File: src/rtl/spi_pkg.sv
// Shared SPI definitions: FSM state encoding, bit-order selectors and the
// debug view the shift engine exports for checkers.
package spi_pkg;

  typedef logic state_t;

  localparam state_t IDLE   = 1'b0;
  localparam state_t ACTIVE = 1'b1;

  localparam int MSB_FIRST       = 0;
  localparam int LSB_FIRST_ORDER = 1;

  // Widest legal frame; sizes the debug bit-count field for every instance.
  localparam int MAX_WIDTH   = 32;
  localparam int DBG_COUNT_W = $clog2(MAX_WIDTH + 1);

  typedef struct packed {
    state_t                 state;
    logic [DBG_COUNT_W-1:0] bit_count;
  } spi_dbg_t;

endpackage

File: src/rtl/spi_shift_engine_if.sv
// Frame-level bus between the SPI register/FSM layer plus edge detector
// (master) and the shift engine (slave).
interface spi_shift_engine_if #(
  parameter int WIDTH = 8
);
  import spi_pkg::*;

  // start is a one-cycle request that is only accepted while busy is low;
  // every accepted start yields exactly one done pulse unless reset intervenes.
  // sampleEdge/launchEdge are one-cycle strobes with no back-pressure; they
  // are ignored while busy is low.
  logic             start;
  logic [WIDTH-1:0] parallelDataIn;
  logic             sampleEdge;
  logic             launchEdge;
  logic             serialDataIn;
  logic             serialDataOut;
  logic [WIDTH-1:0] parallelDataOut;
  logic [WIDTH-1:0] rxData;
  logic             busy;
  logic             done;
  spi_dbg_t         dbg;

  modport master (
    output start, parallelDataIn, sampleEdge, launchEdge, serialDataIn,
    input  serialDataOut, parallelDataOut, rxData, busy, done, dbg
  );

  modport slave (
    input  start, parallelDataIn, sampleEdge, launchEdge, serialDataIn,
    output serialDataOut, parallelDataOut, rxData, busy, done, dbg
  );

endinterface

File: src/rtl/spi_bit_counter.sv
// Frame bit counter: synchronous clear, increment enable, and a terminal flag
// that marks the increment which completes the frame.
module spi_bit_counter #(
  parameter int WIDTH = 8
) (
  input  logic                         clk,
  input  logic                         reset,
  input  logic                         clear,
  input  logic                         inc,
  output logic [$clog2(WIDTH+1)-1:0]   count,
  output logic                         terminal
);

  localparam int CW = $clog2(WIDTH + 1);

  logic [CW-1:0] count_q;
  logic [CW-1:0] count_d;

  // Saturates at WIDTH so a stray increment can never wrap the count.
  always_comb begin
    count_d = count_q;
    if (clear) begin
      count_d = '0;
    end else if (inc && (count_q != CW'(WIDTH))) begin
      count_d = count_q + CW'(1);
    end
  end

  always_ff @(posedge clk) begin
    if (reset) begin
      count_q <= '0;
    end else begin
      count_q <= count_d;
    end
  end

  assign count    = count_q;
  assign terminal = inc && (count_q == CW'(WIDTH - 1));

endmodule

File: src/rtl/spi_shift_engine.sv
// Parametrised SPI frame shift engine: loads a transmit word, shifts it out
// in the configured bit order while capturing the same number of rx bits.
module spi_shift_engine
  import spi_pkg::*;
#(
  parameter int WIDTH     = 8,
  parameter int LSB_FIRST = 0
) (
  input  logic                clk,
  input  logic                reset,
  spi_shift_engine_if.slave   bus
);

  localparam int  CW       = $clog2(WIDTH + 1);
  localparam bit  LSB_MODE = (LSB_FIRST == LSB_FIRST_ORDER);

  state_t           state_q;
  state_t           state_d;
  logic [WIDTH-1:0] shift_q;
  logic [WIDTH-1:0] shift_d;
  logic [WIDTH-1:0] rx_q;
  logic [WIDTH-1:0] rx_d;
  logic             sdo_q;
  logic             sdo_d;
  logic             busy_q;
  logic             busy_d;
  logic             done_q;
  logic             done_d;

  logic             accept_start;
  logic             do_sample;
  logic             last_sample;
  logic [CW-1:0]    bit_count;
  logic [WIDTH-1:0] shifted;
  logic             first_bit;
  logic             launch_bit;

  assign accept_start = (state_q == IDLE) && bus.start;
  assign do_sample    = (state_q == ACTIVE) && bus.sampleEdge;

  spi_bit_counter #(
    .WIDTH (WIDTH)
  ) u_bit_counter (
    .clk      (clk),
    .reset    (reset),
    .clear    (accept_start),
    .inc      (do_sample),
    .count    (bit_count),
    .terminal (last_sample)
  );

  // The received bit enters at the end opposite to the one being transmitted.
  assign shifted    = LSB_MODE ? {bus.serialDataIn, shift_q[WIDTH-1:1]}
                               : {shift_q[WIDTH-2:0], bus.serialDataIn};
  assign first_bit  = LSB_MODE ? bus.parallelDataIn[0] : bus.parallelDataIn[WIDTH-1];
  assign launch_bit = LSB_MODE ? shift_q[0] : shift_q[WIDTH-1];

  always_ff @(posedge clk) begin
    if (reset) begin
      state_q <= IDLE;
    end else begin
      state_q <= state_d;
    end
  end

  always_comb begin
    state_d = state_q;
    unique case (state_q)
      IDLE:    if (bus.start) state_d = ACTIVE;
      ACTIVE:  if (do_sample && last_sample) state_d = IDLE;
      default: state_d = IDLE;
    endcase
  end

  // Sample wins over launch in the same cycle; starts during ACTIVE fall
  // through untouched, including on the completing sample.
  always_comb begin
    shift_d = shift_q;
    rx_d    = rx_q;
    sdo_d   = sdo_q;
    busy_d  = busy_q;
    done_d  = 1'b0;
    unique case (state_q)
      IDLE: begin
        if (bus.start) begin
          shift_d = bus.parallelDataIn;
          sdo_d   = first_bit;
          busy_d  = 1'b1;
        end
      end
      ACTIVE: begin
        if (bus.sampleEdge) begin
          shift_d = shifted;
          if (last_sample) begin
            rx_d   = shifted;
            done_d = 1'b1;
            busy_d = 1'b0;
          end
        end else if (bus.launchEdge) begin
          sdo_d = launch_bit;
        end
      end
      default: begin
        busy_d = 1'b0;
      end
    endcase
  end

  always_ff @(posedge clk) begin
    if (reset) begin
      shift_q <= '0;
      rx_q    <= '0;
      sdo_q   <= 1'b0;
      busy_q  <= 1'b0;
      done_q  <= 1'b0;
    end else begin
      shift_q <= shift_d;
      rx_q    <= rx_d;
      sdo_q   <= sdo_d;
      busy_q  <= busy_d;
      done_q  <= done_d;
    end
  end

  assign bus.serialDataOut   = sdo_q;
  assign bus.parallelDataOut = shift_q;
  assign bus.rxData          = rx_q;
  assign bus.busy            = busy_q;
  assign bus.done            = done_q;
  assign bus.dbg             = '{state: state_q, bit_count: DBG_COUNT_W'(bit_count)};

endmodule

File: src/flat_wrapper.sv
// flat-port wrapper written by rule: the top's interface ports become plain ports
module spi_shift_engine_flat import spi_pkg::*;
#(
  parameter int WIDTH     = 8,
  parameter int LSB_FIRST = 0
)
  (clk, reset, bus_start, bus_parallelDataIn, bus_sampleEdge, bus_launchEdge, bus_serialDataIn, bus_serialDataOut, bus_parallelDataOut, bus_rxData, bus_busy, bus_done, bus_dbg);
  spi_shift_engine_if #(.WIDTH(WIDTH)) bus_i ();
  input  logic clk;
  input  logic reset;
  input wire logic [$bits(bus_i.start)-1:0] bus_start;
  input wire logic [$bits(bus_i.parallelDataIn)-1:0] bus_parallelDataIn;
  input wire logic [$bits(bus_i.sampleEdge)-1:0] bus_sampleEdge;
  input wire logic [$bits(bus_i.launchEdge)-1:0] bus_launchEdge;
  input wire logic [$bits(bus_i.serialDataIn)-1:0] bus_serialDataIn;
  output wire logic [$bits(bus_i.serialDataOut)-1:0] bus_serialDataOut;
  output wire logic [$bits(bus_i.parallelDataOut)-1:0] bus_parallelDataOut;
  output wire logic [$bits(bus_i.rxData)-1:0] bus_rxData;
  output wire logic [$bits(bus_i.busy)-1:0] bus_busy;
  output wire logic [$bits(bus_i.done)-1:0] bus_done;
  output wire logic [$bits(bus_i.dbg)-1:0] bus_dbg;
  assign bus_i.start = bus_start;
  assign bus_i.parallelDataIn = bus_parallelDataIn;
  assign bus_i.sampleEdge = bus_sampleEdge;
  assign bus_i.launchEdge = bus_launchEdge;
  assign bus_i.serialDataIn = bus_serialDataIn;
  assign bus_serialDataOut = bus_i.serialDataOut;
  assign bus_parallelDataOut = bus_i.parallelDataOut;
  assign bus_rxData = bus_i.rxData;
  assign bus_busy = bus_i.busy;
  assign bus_done = bus_i.done;
  assign bus_dbg = bus_i.dbg;
  spi_shift_engine #(.WIDTH(WIDTH), .LSB_FIRST(LSB_FIRST)) u_core (.clk(clk), .reset(reset), .bus(bus_i));
endmodule
File: config.mk
export PLATFORM = sky130hd
export DESIGN_NAME = spi_shift_engine_flat
export DESIGN_NICKNAME = d
export VERILOG_FILES = /design/src/rtl/spi_pkg.sv /design/src/rtl/spi_shift_engine_if.sv /design/src/rtl/spi_bit_counter.sv /design/src/rtl/spi_shift_engine.sv /design/src/flat_wrapper.sv
export SDC_FILE = /design/constraint.sdc
export NUM_CORES = 1
export LEC_CHECK = 0
export CORE_ASPECT_RATIO = 1.2
export CORE_MARGIN = 2
export CORE_UTILIZATION = 44
export CTS_CLUSTER_DIAMETER = 50
export DETAILED_ROUTE_END_ITERATION = 8
export PLACE_DENSITY = 0.78
export SYNTH_ARGS = -nofsm -noshare
export SYNTH_HDL_FRONTEND = slang
export SYNTH_SLANG_ARGS = --single-unit
File: constraint.sdc
create_clock -name clk -period 1.8 [get_ports clk]
set_clock_uncertainty 0.2 [all_clocks]
set_input_delay 0.18 -clock clk [delete_from_list [all_inputs] [get_ports clk]]
set_output_delay 0.18 -clock clk [all_outputs]
set_load 0.02 [all_outputs]
**Word level (Yosys, flattened, before mapping)**

Cells that the tools add are included.

- Bits in registers: 24
- Input bits: 14
- Output and inout port bits: 26
- Word-level logic and storage cells: 43

- $add $sub $neg: 1
- Eq/ne operators: 7
- Muxes and demuxes: 15
- Bitwise gates (word level): 2
- Reduce and logical (&&, ||, !) cells: 11

Operators by type and width:

| operator | number |
|---|---|
| $mux W8 | 2 |
| $pmux W8 S2 | 1 |
| $ne A2 B2 Y1 const B | 5 |
| $mux W1 | 9 |
| $reduce_and A3 Y1 | 3 |
| $pmux W1 S2 | 3 |
| $logic_and A1 B1 Y1 | 5 |
| $add A4 B1 Y4 const B | 1 |
| $eq A4 B3 Y1 const B | 1 |
| $ne A4 B4 Y1 const B | 1 |
| $reduce_or A3 Y1 | 1 |
| $not A1 Y1 | 2 |
| $reduce_and A2 Y1 | 1 |
| $reduce_or A2 Y1 | 1 |

**Logic depth before layout (Yosys ltp)**

Gate-level depths: netlist of run 1.

- Depth in word-level cells: 5
- Mapped depth: 5
- Gate-level depth less buffers: 5

**By module**

From an unflattened synthesis of run 1, not the netlist that was laid out.

- Cells, all modules: 118
- Area, all modules: 1098.6 um^2

By module, submodules not included:

| module | instances | cells each | area an instance (um^2) |
|---|---|---|---|
| spi_shift_engine | 1 | 93 | 878.3 |
| spi_bit_counter | 1 | 25 | 220.2 |

**Least setup slack after synthesis of run 1**

OpenSTA, ideal clock, no wires.

- Kind: register to register
- Start: register u_core.u_bit_counter.count_q[0] (netlist: u_core.u_bit_counter.count[0])
- End: register u_core.u_bit_counter.count_q[0] (netlist: u_core.u_bit_counter.count[0])
- Library setup time: 0.121 ns
- Data arrival time: 1.362 ns
- Data required time: 1.479 ns
- Slack: 0.117 ns
- Cell stages (with the launch flop): 5
- Path buffers: 0
- Clock period less this slack: 1.683 ns
- Cell sequence: dfxtp_1 -> inv_1 -> ha_1 -> a31oi_1 -> mux2_2

- Cells in the longest elaborated chain, start to end: 2
- Elaborated cells between the ends (all ways): 3

RTL lines:

| element | RTL line | source |
|---|---|---|
| start: declaration | spi_bit_counter.sv:16 | `logic [CW-1:0] count_q;` |
| start signal: assignment | spi_bit_counter.sv:33 | `count_q <= count_d;` |
| branches (longest 2 deep; another with $add A4 B1 Y4) | n/a |  |

Several ways; the timed one is not identified.
A chain may end at the register's enable or synchronous reset.

**Worst setup path in the final report of run 1**

- Start: register u_core.shift_q[5] (netlist: u_core.bus.parallelDataOut[5])
- End: output bus_parallelDataOut[5]

RTL lines:

| element | RTL line | source |
|---|---|---|
| start: declaration | spi_shift_engine.sv:19 | `logic [WIDTH-1:0] shift_q;` |
| start signal: assignment | spi_shift_engine.sv:117 | `shift_q <= shift_d;` |
| end: declaration | flat_wrapper.sv:17 | `output wire logic [$bits(bus_i.parallelDataOut)-1:0] bus_parallelDataOut;` |

No word-level cell between the ends.

==> results of run 1 <==
## through the flow
step	total power (µW)	setup WS [ns]	std cells
detailed placement	828.4	0.02930	185
global route	1085	0.02362	188
floorplan	734.8	0.1174	119
CTS	1049	0.02974	188
finish	1034	0.08545	188
global placement	822.9	0.08835	185
## per-layer routing
metal	GRT usage	vias to the layer above	wire, µm
met1	0.1789	456	925
met5	0	-	0
met3	0.02956	2	78
met4	0.04633	0	12
li1	-	483	-
met2	0.3525	16	1391
## cell usage in the layout, fill, tap and decap left out
master | Yosys | routed
o311a_1 | 1 | 1
clkinv_1 | 1 | 1
a211oi_2 | 9 | 9
nor2b_1 | 1 | 1
nor3_2 | 0 | 1
nor4_1 | 1 | 1
buf_12 | 0 | 1
nand3_1 | 4 | 4
o22ai_1 | 1 | 1
or3_1 | 1 | 1
conb_1 | 1 | 2
buf_4 | 6 | 5
dlymetal6s2s_1 | 0 | 4
nand2_1 | 8 | 8
dfxtp_1 | 24 | 24
mux2_4 | 1 | 1
clkdlybuf4s50_1 | 0 | 32
mux2_2 | 1 | 1
o21ai_0 | 2 | 2
a21oi_1 | 1 | 1
and3b_1 | 1 | 1
mux2i_1 | 19 | 19
clkbuf_4 | 0 | 3
nor3_1 | 5 | 4
nor2_1 | 9 | 9
dlygate4sd2_1 | 0 | 1
nand2b_1 | 11 | 11
inv_1 | 3 | 3
ha_1 | 2 | 2
a31oi_1 | 1 | 1
## power groups by stage
stage / Clock, µW / Combinational (µW) / Sequential [µW]
CTS: 232 / 238 / 579
global placement: 0 / 232 / 591
global route: 248 / 254 / 583
floorplan: 0 / 122 / 613
finish: 220 / 234 / 579
detailed placement: 0 / 238 / 591
## logic make-up after synthesis
kind of cell | Yosys count
other | 1
muxes | 21
AOI/OAI and AO/OA | 15
buffers and inverters | 14
DFF | 24
and+or+nand+nor | 41
adders and majority gates | 2
## registers in the layout, summed over array words and instances (netlist names)
register	cells
u_core.bus.serialDataOut	1
u_core.state_q	1
u_core.bus.done	1
u_core.bus.rxData	8
u_core.bus.parallelDataOut	8
u_core.u_bit_counter.count	4
u_core.bus.busy	1
## path summary, 6_finish.rpt
| check | cells after the start | from | endpoint | slack (ns) |
|---|---|---|---|---|
| worst max register to register | 4 | u_core.u_bit_counter.count[0] | u_core.u_bit_counter.count[0] | 0.15 |
| worst min-delay path | 2 | u_core.bus.rxData[1] | u_core.bus.rxData[1] | 0.27 |
| worst min register to register | 2 | u_core.bus.rxData[1] | u_core.bus.rxData[1] | 0.27 |
| worst max-delay path | 1 | u_core.bus.parallelDataOut[5] | bus_parallelDataOut[5] | 0.09 |
## cell type report
cell class / instances / area, µm² / share of cell area
multi-input combinational: 81 / 609.3 / 0.3796
timing repair buffer: 43 / 436.7 / 0.2720
inverter: 4 / 15.01 / 0.009353
tap: 33 / 41.29 / 0.02572
sequential: 24 / 480.5 / 0.2993
clock buffer: 3 / 22.52 / 0.01403
## what timing repair did
item,in CTS,in global routing
resized for setup,1,4
setup endpoints to repair,1,4
setup buffers,0,0
gates cloned,0,0
==> flow_summary.json, run 1 <==
{
  "die_y_um": 60.55,
  "synth_edf_count": 0,
  "cp-end-kind": "output pin",
  "fp.dieW_um": 51.12,
  "yosys.area_share.simple": 0.1750,
  "first_iter_violations": 12,
  "syn_inst": 118,
  "postPlaceCellArea_um2": 1574,
  "hold_slack_ns": 0.2698,
  "intPower_uw": 753.8,
  "num_vias": 957,
  "synthFlopType": "dfxtp_1",
  "worstPathMaxFanout": 4,
  "synth_top_cell_by_area": "dfxtp_1",
  "synth_top_family_by_area": "multiplexers",
  "p_sw_frac": 0.2708,
  "synth.cell_area_um2": 1172,
  "crit_required_ns": 1.42,
  "crit_family": "buffers and inverters",
  "clockBufferDepth": 2,
  "fin_nets": 173,
  "pwr-share-comb": 0.227,
  "cts_max_level": 1,
  "worst_setup_path_start_kind": "register",
  "async_flop_share": 0,
  "synth_compound_area_frac": 0.1281,
  "holdCritPathClass": "register to register",
  "area_growth_syn_to_layout_pct": 36.93,
  "synth_top_cell_area_share": 0.4098,
  "synthDistinctLibCells": 27,
  "max-vdd-ir-drop_uv": 466.8,
  "slew_violations": 0,
  "antenna_cells_inserted": 0,
  "ys_top_cells_by_area": "dfxtp_1, mux2i_1, a211oi_2, nand2b_1, buf_4",
  "dieArea_um2": 3095,
  "drive_gt1_frac": 0.1355,
  "muxShareOfSynthArea": 0.1846,
  "max_stage_delay_ns": 0.63,
  "synth_most_common_cell": "dfxtp_1",
  "clock_sinks": 24,
  "worstPathArrival_ns": 1.33,
  "initial_core_util": 0.4639,
  "fill_cells": 235,
  "drc": 0,
  "path_class": "register to output pin",
  "cts-root-buf": "clkbuf_4",
  "clk_latency_ns": 0.30,
  "final.setup.tns_ns": 0,
  "synthTopCellsByCount": "dfxtp_1, mux2i_1, nand2b_1, a211oi_2, nor2_1",
  "fin_util": 0.6351,
  "ant_nets": 0,
  "critPathSlowestCell": "clkdlybuf4s50_1",
  "hpwl_mm": 1.904,
  "antenna_found_initial": 0,
  "cellPowerDensity_nw_per_um2": 644.0,
  "fin_area_um2": 1605,
  "grt_setup_unrepaired": "false",
  "grt_pass1_vias": 953,
  "cap_violations": 0,
  "syn_area_per_cell_um2": 9.935,
  "core_area_um2": 2527,
  "cts_buffers": 3,
  "path_clk_slew_ns": 0.12,
  "crit_chain": "clkdlybuf4s50_1",
  "fin_crit_sh": 0.9525,
  "power_frac_clock": 0.213,
  "seqPwrFrac": 0.560,
  "p_leak_uw": 0.0006505,
  "grt_overflow": 0,
  "path_buf_inv": 1,
  "outcome": "finished, final reports clean",
  "first_pass_iters": 4,
  "setup-violations-final": 0,
  "port_buffers": 37,
  "synth_xor_area_frac": 0,
  "grt_pass1_wl_mm": 4.043,
  "yosysWarnings": 0,
  "cts_tree": "done",
  "io_pins": 40,
  "hold_violations": 0,
  "routabilityCongestion": 0.7348,
  "holdBufCountCts": 0,
  "switching_power_uw": 280.0,
  "wl_per_cell_um": 12.81,
  "min_period_ns": 1.715,
  "via_per_inst": 5.090,
  "num_rows": 20,
  "ys_seq_area_frac": 0.4098,
  "grt_max_degree": 19,
  "ys_seq_elements": 24,
  "drt_wl_total_mm": 2.408,
  "track_usage": 0.1726,
  "synth_fa_ha_area_frac": 0.02134,
  "clock.fmax_mhz": 583.2
}
(Power assumes the default switching activity.)
==> run 2, diff against run 1 <==
- CELL_PAD_IN_SITES_DETAIL_PLACEMENT: unset -> 1
- CELL_PAD_IN_SITES_GLOBAL_PLACEMENT: unset -> 1
- CORE_UTILIZATION: 44 -> 33
- PLACE_DENSITY: 0.78 -> unset
- PLACE_DENSITY_LB_ADDON: unset -> 0.1
==> flow_summary.json, run 2 (synthesis results as in run 1) <==
{
  "outcome": "finished, final reports clean",
  "ant_nets": 0,
  "num_vias": 956,
  "critPathLaunch": "u_core.u_bit_counter.count[0]",
  "drive_gt1_frac": 0.1465,
  "dieArea_um2": 4047,
  "reg2reg_depth": 4,
  "crit_chain": "clkdlybuf4s50_1",
  "fin_crit_sh": 0.9344,
  "clock_sinks": 24,
  "wl_per_cell_um": 13.87,
  "mostFrequentLayoutCell": "clkdlybuf4s50_1",
  "track_usage": 0.1433,
  "drt_wl_total_mm": 2.690,
  "worstPathArrival_ns": 1.30,
  "core_area_um2": 3367,
  "hold_start": "u_core.bus.rxData[0]",
  "p_leak_uw": 0.0006132,
  "path_clk_slew_ns": 0.08,
  "initial_core_util": 0.3482,
  "place_inst": 191,
  "grt_pass1_wl_mm": 4.560,
  "cp-end-kind": "output pin",
  "worst_setup_path_start_kind": "register",
  "grt_use_met3": 0.02985,
  "die_y_um": 69.29,
  "fin_ws_ns": 0.1181,
  "io_pins": 40,
  "clockBufferDepth": 2,
  "cts_tree": "done",
  "busiest_layer": "met2",
  "area_growth_syn_to_layout_pct": 38.53,
  "clk_latency_ns": 0.26,
  "grt_pass1_vias": 996,
  "post_cts_buffers": 0,
  "fin_nets": 175,
  "min_path_cells": 2,
  "layout_common_cells": "clkdlybuf4s50_1, dfxtp_1, mux2i_1, nand2b_1",
  "grtUsageMet1": 0.1759,
  "crit_family": "buffers and inverters",
  "pre_cts_slack_ns": 0.00002365,
  "max-vdd-ir-drop_uv": 324.0,
  "port_buffers": 37,
  "grt_overflow": 0,
  "first_pass_iters": 4,
  "rr_startpoint": "u_core.u_bit_counter.count[0]",
  "r2r_setup_slack_ns": 0.13,
  "cts-root-buf": "clkbuf_8",
  "grt_use_met2": 0.2360,
  "critPathSlowestCell": "clkdlybuf4s50_1",
  "routabilityCongestion": 0.8118,
  "hold_violations": 0,
  "finalNonFillerCells": 194,
  "holdCritPathClass": "register to register",
  "worst_r2r_endpoint": "u_core.u_bit_counter.count[0]",
  "drc": 0,
  "path_class": "register to output pin",
  "cts_max_level": 1,
  "min_period_ns": 1.682,
  "grt_max_degree": 17,
  "path_buf_inv": 1,
  "cts_buffers": 3,
  "final.setup.tns_ns": 0,
  "num_rows": 23,
  "hpwl_mm": 2.108,
  "max_stage_delay_ns": 0.63,
  "cellPowerDensity_nw_per_um2": 690.1,
  "worstPathMaxFanout": 5,
  "antenna_cells_inserted": 0,
  "first_iter_violations": 6,
  "clock.fmax_mhz": 594.6,
  "crit_required_ns": 1.42,
  "grt_setup_unrepaired": "false",
  "antenna_found_initial": 0,
  "cap_violations": 0,
  "whs_endpoint": "u_core.bus.rxData[0]",
  "fp.dieW_um": 58.41,
  "setup-violations-final": 0,
  "via_per_inst": 4.928,
  "slew_violations": 0
}
-- run 2: cell types whose count changed in the layout (fill, tap and decap cells not counted), sizes merged --
cell           before  now
buf                 6    8
dlymetal6s2s        4    1
clkdlybuf4s50      32   35
-- run 2: routing by layer --
layer  part of all wire  routed length [µm]
met1               0.43                1144
met2               0.51                1367
met3              0.060                 162
met4             0.0059                  16
met5                  0                   0
-- run 2: report_power, final --
part,switching [µW],leakage (µW),internal [µW]
Combinational,113,0.000395,118
Sequential,27.0,0.000196,555
Clock,158,0.0000216,149
-- run 2: how the worst max path moves through the flow --
stage,cells past startpoint,slack [ns],endpoint
final,1,0.12,bus_dbg[0]
after global routing,1,0.04,bus_dbg[0]
after CTS,1,0.03,bus_dbg[3]
after detailed placement,5,0.00002,u_core.bus.rxData[7]
after global placement,5,0.01,u_core.bus.rxData[6]
after floorplan,4,0.12,u_core.u_bit_counter.count[0]
-- run 2: final cells by class --
| cell class | instances | area (µm²) |
|---|---|---|
| multi-input cells | 81 | 609.3 |
| inverters | 4 | 15.01 |
| fillers | 390 | 1743 |
| repair buffers | 45 | 431.7 |
| clock buffers | 3 | 41.29 |
| flip-flops and latches | 24 | 480.5 |
| well taps | 37 | 46.29 |
-- run 2: repair_timing --
| item | 4_1_cts | 5_1_grt |
|---|---|---|
| hold buffers | 0 | 0 |
| cloned | 0 | 0 |
| endpoints found under the setup margin | 1 | 1 |
| gates resized for setup | 1 | 1 |
| pin swaps | 0 | 0 |
-- run 2: per-stage QoR --
| step | utilization | hold slack [ns] | total power, µW | instance area [µm²] |
|---|---|---|---|---|
| after floorplan | - | 0.1222 | 734.8 | 1176 |
| after global placement | 0.4697 | 0.2476 | 825.7 | 1582 |
| after detailed placement | 0.4697 | 0.2652 | 830.9 | 1582 |
| after CTS | 0.4816 | 0.2801 | 1144 | 1622 |
| after global routing | 0.4823 | 0.3016 | 1181 | 1624 |
| final | 0.4823 | 0.2679 | 1121 | 1624 |
==> run 3, diff against run 2 <==
- PLACE_DENSITY_LB_ADDON: 0.1 -> 0.3
==> flow_summary.json, run 3 (synthesis results as in run 1) <==
{
  "outcome": "finished, final reports clean",
  "grt_setup_unrepaired": "false",
  "io_pins": 40,
  "path_class": "register to output pin",
  "critPathSlowestCell": "clkdlybuf4s50_1",
  "drt_wl_total_mm": 2.912,
  "holdBufCountCts": 0,
  "clockBufferDepth": 2,
  "port_buffers": 37,
  "initial_core_util": 0.3482,
  "grt_overflow": 0,
  "r2r_setup_slack_ns": 0.14,
  "cts-root-buf": "clkbuf_8",
  "critPathLaunch": "u_core.u_bit_counter.count[3]",
  "setup-violations-final": 0,
  "grt_max_degree": 17,
  "slew_violations": 0,
  "worstPathMaxFanout": 7,
  "place_inst": 191,
  "multiInputGateArea_um2": 609.3,
  "worst_r2r_endpoint": "u_core.u_bit_counter.count[0]",
  "max-vdd-ir-drop_uv": 543.5,
  "num_vias": 970,
  "cts_buffers": 3,
  "postPlaceCellArea_um2": 1582,
  "post_cts_buffers": 0,
  "seqPwrFrac": 0.490,
  "fill_cells": 388,
  "pwr-share-comb": 0.201,
  "power_frac_clock": 0.309,
  "p_leak_uw": 0.0006115,
  "fin_area_um2": 1639,
  "hpwl_mm": 2.268,
  "cts_max_level": 1,
  "cp.depth": 1,
  "intPower_uw": 869.7,
  "track_usage": 0.1507,
  "routabilityCongestion": 0.7815,
  "first_iter_violations": 7,
  "worst_setup_path_start_kind": "register",
  "fin_util": 0.4868,
  "cp-end-kind": "output pin",
  "mostFrequentLayoutCell": "clkdlybuf4s50_1",
  "clk_latency_ns": 0.26,
  "drive_gt1_frac": 0.1519,
  "switching_power_uw": 311.9,
  "layout_common_cells": "clkdlybuf4s50_1, dfxtp_1, mux2i_1, nand2b_1",
  "whs_endpoint": "u_core.bus.rxData[1]",
  "fin_crit_sh": 0.9640,
  "area_growth_syn_to_layout_pct": 39.81,
  "cap_violations": 0,
  "fp.dieW_um": 58.41,
  "via_per_inst": 4.974,
  "regArea_um2": 480.5,
  "cellPowerDensity_nw_per_um2": 720.9,
  "num_rows": 23,
  "crit_family": "buffers and inverters",
  "first_pass_iters": 4,
  "grt_pass1_wl_mm": 4.802,
  "reg2reg_depth": 4,
  "grt_pass1_vias": 1037,
  "wl_per_cell_um": 14.93,
  "path_buf_inv": 1,
  "dieArea_um2": 4047,
  "holdCritPathClass": "register to register",
  "die_y_um": 69.29,
  "crit_required_ns": 1.42,
  "finalNonFillerCells": 195,
  "worstPathArrival_ns": 1.36,
  "drc": 0,
  "p_sw_frac": 0.2640,
  "cts_tree": "done",
  "final.setup.tns_ns": 0,
  "core_area_um2": 3367,
  "rr_startpoint": "u_core.u_bit_counter.count[0]",
  "clock_sinks": 24,
  "min_period_ns": 1.735,
  "path_clk_slew_ns": 0.08,
  "min_path_cells": 2,
  "hold_start": "u_core.bus.rxData[1]",
  "ant_nets": 0,
  "clock.fmax_mhz": 576.3,
  "max_stage_delay_ns": 0.64,
  "fin_nets": 175,
  "antenna_cells_inserted": 0,
  "antenna_found_initial": 0,
  "crit_chain": "clkdlybuf4s50_1",
  "hold_violations": 0
}
run 3: through the flow:
| stage | hold WS [ns] | total power (µW) | setup WS (ns) |
|---|---|---|---|
| 5_1_grt | 0.2933 | 1234 | 0.005259 |
| 4_1_cts | 0.2764 | 1199 | 0.02291 |
| 2_1_floorplan | 0.1222 | 734.8 | 0.1174 |
| 3_5_place_dp | 0.2618 | 832.1 | 0.01440 |
| 6_report | 0.2704 | 1182 | 0.06474 |
| 3_3_place_gp | 0.2501 | 824.8 | 0.05460 |
run 3: power by group through the flow:
stage / Combinational, µW / Sequential [µW] / Clock, µW
2_1_floorplan: 122 / 613 / 0
3_5_place_dp: 240 / 592 / 0
6_report: 237 / 579 / 365
3_3_place_gp: 232 / 593 / 0
5_1_grt: 257 / 583 / 394
4_1_cts: 242 / 580 / 378
run 3: per-layer routing:
layer | track usage | vias up | wire (µm) | share of wire
met1 | 0.1719 | 456 | 1185 | 0.41
met2 | 0.2747 | 24 | 1579 | 0.54
met3 | 0.02052 | 4 | 112 | 0.038
met4 | 0.05426 | 0 | 35 | 0.012
met5 | 0 | - | 0 | 0
li1 | - | 486 | - | -
run 3: worst min-delay path, cell delays in order, from the launching register on:
cell	delay [ns]
dfxtp_1	0.32
nand2_1	0.05
mux2i_1	0.05
run 3: layout make-up:
| cell class | instances | share of cell area |
|---|---|---|
| Timing Repair Buffer | 45 | 0.2641 |
| Sequential cell | 24 | 0.2931 |
| Tap cell | 37 | 0.02824 |
| Multi-Input combinational cell | 81 | 0.3718 |
| Inverter | 4 | 0.009160 |
| Clock buffer | 4 | 0.03359 |
run 3: worst max path at each step:
stage | to | slack (ns)
after global routing | bus_dbg[3] | 0.005
after CTS | bus_dbg[6] | 0.02
after floorplan | u_core.u_bit_counter.count[0] | 0.12
final | bus_dbg[3] | 0.06
after detailed placement | u_core.bus.rxData[2] | 0.01
after global placement | u_core.u_bit_counter.count[0] | 0.05
run 3: repair_timing:
item / in CTS / in global routing
resized for setup: 0 / 1
endpoints found under the hold margin: 0 / 0
setup endpoints to repair: 0 / 1
